`src/rtl/branch_step_ctl.sv`:
```
// branch_step_ctl: T0..T6 fetch / conditional-branch control-step sequencer.
// Non-branch opcodes are handed to the execute sequencer via exec_req/exec_done.
// Optional build macro BR_STATS_EN adds taken / not-taken branch counters.
module branch_step_ctl #(
    parameter logic [4:0]  BR_OPCODE = 5'b10010,
    parameter int unsigned CON_WAIT  = 0
) (
    input  logic        clk,
    input  logic        clear,
    input  logic        start,
    input  logic        stop,
    input  logic [31:0] IR,
    input  logic        con,
    input  logic        mem_ready,
    input  logic        exec_done,
    output logic        pc_out,
    output logic        mar_in,
    output logic        inc_pc,
    output logic        z_in,
    output logic        zlow_out,
    output logic        pc_in,
    output logic        mdr_read,
    output logic        mdr_in,
    output logic        mdr_out,
    output logic        ir_in,
    output logic        gra,
    output logic        r_out,
    output logic        con_in,
    output logic        y_in,
    output logic        c_out,
    output logic        alu_add,
    output logic        exec_req,
    output logic        run,
    output logic [3:0]  step
`ifdef BR_STATS_EN
    ,
    output logic [15:0] br_taken_cnt,
    output logic [15:0] br_nt_cnt
`endif
);

    localparam int unsigned CNT_W  = 4;
    localparam int unsigned STAT_W = 16;

    typedef enum logic [3:0] {
        S_IDLE = 4'd0,
        S_T0   = 4'd1,
        S_T1   = 4'd2,
        S_T2   = 4'd3,
        S_T3   = 4'd4,
        S_TW   = 4'd5,
        S_T4   = 4'd6,
        S_T5   = 4'd7,
        S_T6   = 4'd8,
        S_EXEC = 4'd9
    } state_e;

    state_e             state_q, state_d;
    logic [CNT_W-1:0]   wait_cnt_q, wait_cnt_d;
    logic               is_branch;
    logic               unused_ir;

    // Opcode decode from the IR loaded during T2
    assign is_branch = (IR[31:27] == BR_OPCODE);
    assign unused_ir = ^IR[26:0];

    // State and CON-settling counter registers
    always_ff @(posedge clk or posedge clear) begin
        if (clear) begin
            state_q    <= S_IDLE;
            wait_cnt_q <= '0;
        end else begin
            state_q    <= state_d;
            wait_cnt_q <= wait_cnt_d;
        end
    end

    // Next-state logic and Moore strobe decode
    always_comb begin
        state_d    = state_q;
        wait_cnt_d = wait_cnt_q;
        pc_out     = 1'b0;
        mar_in     = 1'b0;
        inc_pc     = 1'b0;
        z_in       = 1'b0;
        zlow_out   = 1'b0;
        pc_in      = 1'b0;
        mdr_read   = 1'b0;
        mdr_in     = 1'b0;
        mdr_out    = 1'b0;
        ir_in      = 1'b0;
        gra        = 1'b0;
        r_out      = 1'b0;
        con_in     = 1'b0;
        y_in       = 1'b0;
        c_out      = 1'b0;
        alu_add    = 1'b0;
        exec_req   = 1'b0;
        run        = (state_q != S_IDLE);
        step       = state_q;

        case (state_q)
            S_IDLE: begin
                if (start) state_d = S_T0;
            end
            S_T0: begin
                pc_out  = 1'b1;
                mar_in  = 1'b1;
                inc_pc  = 1'b1;
                z_in    = 1'b1;
                state_d = S_T1;
            end
            S_T1: begin
                // Re-loading PC from Z while waiting is harmless: Z is not rewritten
                zlow_out = 1'b1;
                pc_in    = 1'b1;
                mdr_read = 1'b1;
                mdr_in   = 1'b1;
                if (mem_ready) state_d = S_T2;
            end
            S_T2: begin
                mdr_out = 1'b1;
                ir_in   = 1'b1;
                state_d = S_T3;
            end
            S_T3: begin
                // Decode point: IR is valid here, non-branches leave without strobes
                if (is_branch) begin
                    gra    = 1'b1;
                    r_out  = 1'b1;
                    con_in = 1'b1;
                    if (CON_WAIT > 0) begin
                        state_d    = S_TW;
                        wait_cnt_d = CNT_W'(CON_WAIT - 1);
                    end else begin
                        state_d = S_T4;
                    end
                end else begin
                    state_d = S_EXEC;
                end
            end
            S_TW: begin
                if (wait_cnt_q == '0) state_d = S_T4;
                else                  wait_cnt_d = wait_cnt_q - CNT_W'(1);
            end
            S_T4: begin
                pc_out  = 1'b1;
                y_in    = 1'b1;
                state_d = S_T5;
            end
            S_T5: begin
                c_out   = 1'b1;
                alu_add = 1'b1;
                z_in    = 1'b1;
                state_d = S_T6;
            end
            S_T6: begin
                zlow_out = 1'b1;
                pc_in    = con;
                state_d  = stop ? S_IDLE : S_T0;
            end
            S_EXEC: begin
                exec_req = 1'b1;
                if (exec_done) state_d = stop ? S_IDLE : S_T0;
            end
            default: begin
                state_d = S_IDLE;
            end
        endcase
    end

`ifdef BR_STATS_EN
    logic [STAT_W-1:0] taken_cnt_q, taken_cnt_d;
    logic [STAT_W-1:0] nt_cnt_q, nt_cnt_d;

    // Branch outcome counters, bumped as T6 is left
    always_comb begin
        taken_cnt_d = taken_cnt_q;
        nt_cnt_d    = nt_cnt_q;
        if (state_q == S_T6) begin
            if (con) taken_cnt_d = taken_cnt_q + STAT_W'(1);
            else     nt_cnt_d    = nt_cnt_q + STAT_W'(1);
        end
    end

    // Counter registers
    always_ff @(posedge clk or posedge clear) begin
        if (clear) begin
            taken_cnt_q <= '0;
            nt_cnt_q    <= '0;
        end else begin
            taken_cnt_q <= taken_cnt_d;
            nt_cnt_q    <= nt_cnt_d;
        end
    end

    assign br_taken_cnt = taken_cnt_q;
    assign br_nt_cnt    = nt_cnt_q;
`endif

endmodule

```
`config.mk`:
```
export PLATFORM = sky130hd
export DESIGN_NAME = branch_step_ctl
export DESIGN_NICKNAME = d
export VERILOG_FILES = /design/src/rtl/branch_step_ctl.sv
export SDC_FILE = /design/constraint.sdc
export NUM_CORES = 1
export LEC_CHECK = 0
export ABC_AREA = 1
export CAP_MARGIN = 30
export CORE_AREA = 2 2 48 50
export CTS_BUF_LIST = sky130_fd_sc_hd__clkbuf_16
export CTS_CLUSTER_SIZE = 28
export DETAILED_ROUTE_END_ITERATION = 8
export DIE_AREA = 0 0 50 52
export GPL_TIMING_DRIVEN = 0
export PLACE_DENSITY = 0.93
export SLEW_MARGIN = 20
export SYNTH_ARGS = -nofsm -noshare
export SYNTH_HDL_FRONTEND = slang
export SYNTH_SLANG_ARGS = --single-unit
export TNS_END_PERCENT = 20
```
`constraint.sdc`:
```
create_clock -name clk -period 1.9 [get_ports clk]
set_input_delay 0.38 -clock clk [delete_from_list [all_inputs] [get_ports clk]]
set_output_delay 0.38 -clock clk [all_outputs]
set_load 0.1 [all_outputs]
```
==> impl_summary.log <==
INFO  metric worst_slew_margin_rel = 36.0%
INFO  metric synthToLayoutAreaGrowth = 116%
INFO  metric reg2reg_to = step[0]
INFO  metric multiInputGateArea = 457 um^2
INFO  metric number_of_hold_violations_in_the_final_report = 0
INFO  metric max_freq = 0.492 GHz
INFO  metric count_of_input_and_output_buffers = 33
INFO  metric worst-path-stages = 6
INFO  metric met3RoutedLength = 138 um
INFO  metric setup.worst_path.start = step[3]
INFO  metric critical_path_arrival = 1.65 ns
INFO  metric rrSetupSlack = 0.51 ns
INFO  metric num_vias = 856
INFO  metric netlist-cell-type-count = 18
INFO  metric finalMaxSlewViolations = 0
INFO  metric antenna_violating_nets_left = 0
INFO  metric timing.critical_path.to_type = primary output
INFO  metric vias_per_cell = 5.01
INFO  metric worstReg2RegStart = step[2]
INFO  metric layout.nets = 185
INFO  metric timing.critical_path.buf_inv = 3
INFO  metric routedLengthMet1 = 976 um
INFO  metric crit_path_max_incr_delay = 0.52 ns
INFO  metric gpl.final_weighted_congestion = 0.821
INFO  metric finClkSkew = 0.00144 ns
INFO  metric final_min_period_over_clock_period = 107%
INFO  metric critical_path.slowest_cell = dfrtp_4
INFO  metric setup.worst_path.end = z_in
INFO  metric drc = 0
INFO  metric failed_checks = negative setup slack
INFO  metric ff_latch_area = 215 um^2
INFO  metric clk_sinks = 8
INFO  metric cts.path.max_buffers = 2
INFO  metric topRoutingLayerUsed = met4
INFO  metric placementRows = 17
INFO  metric most-common-layout-cells = 19 x nand2_1, 19 x buf_4, 10 x inv_1
INFO  metric critical_path_required = 1.52 ns
INFO  metric die_w = 50 um
INFO  metric vias_in_the_first_global_route = 786
INFO  metric hold_bufs_inserted_after_cts = 0
INFO  metric crit_path_start_kind = register
INFO  metric number_of_buffers_inserted_during_clock_tree_synthesis = 3
INFO  metric detailedPlace.worstSlack = -1.10 ns
INFO  metric fill_cells = 140
INFO  metric worst_r2r_path_depth = 8
INFO  metric syn-instance-count = 97
INFO  metric grt_first_pass_wirelength = 3.67 mm
INFO  metric track_usage = 19.6%
INFO  metric syn_avg_cell_area = 6.63 um^2
INFO  metric antenna-diode-count = 0
INFO  metric worst_path_dominant_cell_family = flip-flops
INFO  metric globalRoute.totalOverflow = 0
INFO  metric post-route-min-period = 2.03 ns
INFO  metric grt_start_max_net_pins = 9
INFO  metric ys.warnings.count = 0
INFO  metric number_of_maximum_capacitance_violations = 0
INFO  metric timing.final.setup_violations = 12
INFO  metric total_die_area = 2600 um^2
INFO  metric ys_ff_latch = 8
INFO  metric drt_total_wl = 2.82 mm
INFO  metric syn-cell-area = 643 um^2
INFO  metric starting_density = 30.5%
INFO  metric dr_wl_met2 = 1.59 mm
INFO  metric crit_path_frequent_cell = nor2_4
INFO  metric detail_route.iter0.violations = 7
INFO  metric drive_above_1_share = 52.4%
INFO  metric grt_antenna_before_repair = 0
INFO  metric clkTransAtPathRegs = 0.04 ns
INFO  metric cts-htree-levels = 1
INFO  metric core-area = 2110 um^2
INFO  metric tritoncts = yes
INFO  metric cts-root-buf = clkbuf_16
INFO  metric synth.yosys.seq_area_share = 31.1%
INFO  metric syn_nets = 137
INFO  metric clock_insertion_delay_worst_skew = 0.23 ns
INFO  metric tightestPinTransition = 0.963 ns
INFO  metric detailedPlacementHpwl = 1.57 mm
INFO  metric run_status = finished, violations left
INFO  metric criticalPathCategory = register to primary output
INFO  metric rsz0062_at_grt = yes
INFO  metric crit_path_cell_trace = nor2_4 -> inv_2 -> nor2_4 -> clkinvlp_4 -> nand2_8 -> buf_12
INFO  metric path_max_fanout = 5
INFO  metric drt-wirelength-per-cell = 16.5 um
INFO  metric die_y = 52 um
INFO  metric top_level_i_o_count = 61
INFO  metric drt-pass1-iter-count = 4
INFO  metric worst_hold_path_type = input pin to asynchronous set/reset pin
INFO  metric fin_ws = -0.133 ns
flip-flops by register name, indices dropped and copies added (netlist names):
register    cells
wait_cnt_q      4
step            4
worst min path at each step:
stage             startpoint             to  slack (ns)
2_1_floorplan          clear  wait_cnt_q[0]        0.20
3_3_place_gp   wait_cnt_q[3]  wait_cnt_q[3]        0.46
3_5_place_dp   wait_cnt_q[3]  wait_cnt_q[3]        0.50
4_1_cts                clear        step[3]        0.41
5_1_grt                clear        step[3]        0.45
6_report               clear        step[3]        0.40
cell families (layout without fill, tap and decap cells):
group,count (synthesis),in the layout,synth area share (%)
AO/OA/AOI/OAI,4,4,4.09
XOR/XNOR,2,2,2.72
adder cells (fa/ha/maj),1,1,1.95
buffers and inverters,23,69,16.9
flip-flops,8,8,31.1
AND/OR/NAND/NOR,59,59,43.2
synth_stat cells:
cell type	instances	area, um^2
inv_1	16	60.1
nor2_2	2	12.5
nor2_4	1	11.3
nand3_1	7	35.0
o21ai_2	1	8.76
dfrtp_1	8	200
ha_1	1	12.5
inv_2	1	3.75
o21ai_0	2	10.0
nand2_1	26	97.6
nor2_1	15	56.3
nand2_4	2	22.5
o21a_1	1	7.51
xor2_1	2	17.5
buf_4	6	45.0
nand2_2	1	6.26
or2_2	1	6.26
nand3b_1	4	30.0
cell type report:
cell class / instances / area share (%)
buffer: 6 / 4.68
clock buffer: 3 / 5.40
inverter: 17 / 6.12
multi-input combinational: 66 / 32.8
sequential: 8 / 15.5
tap: 28 / 2.52
timing repair buffer: 43 / 33.0
per-layer routing:
metal,vias to the layer above,track usage [%]
li1,385,-
met1,411,18.1
met2,46,39.3
met3,14,3.16
met4,0,12.5
met5,-,0
per-stage QoR:
step	hold slack [ns]	cells	instance area [um^2]	setup TNS, ns	util (%)
after floorplan	0.196	97	756	-4.27	-
after global placement	0.463	158	1120	-11.46	53.2
after detailed placement	0.498	158	1120	-12.03	53.2
after CTS	0.415	162	1240	-0.637	59.1
after global routing	0.450	171	1390	-1.27	66.1
final	0.401	171	1390	-0.724	66.1
repair_timing:
item | CTS | global route
setup endpoints to repair | 22 | 20
pin swaps | 0 | 6
cloned | 0 | 0
resized for setup | 130 | 32
buffers inserted | 1 | 9
endpoints found under the hold margin | 0 | 0
Power is left out: the tool's default activity adds up to more than one toggle a clock period on the data nets, which glitch-free logic cannot reach.
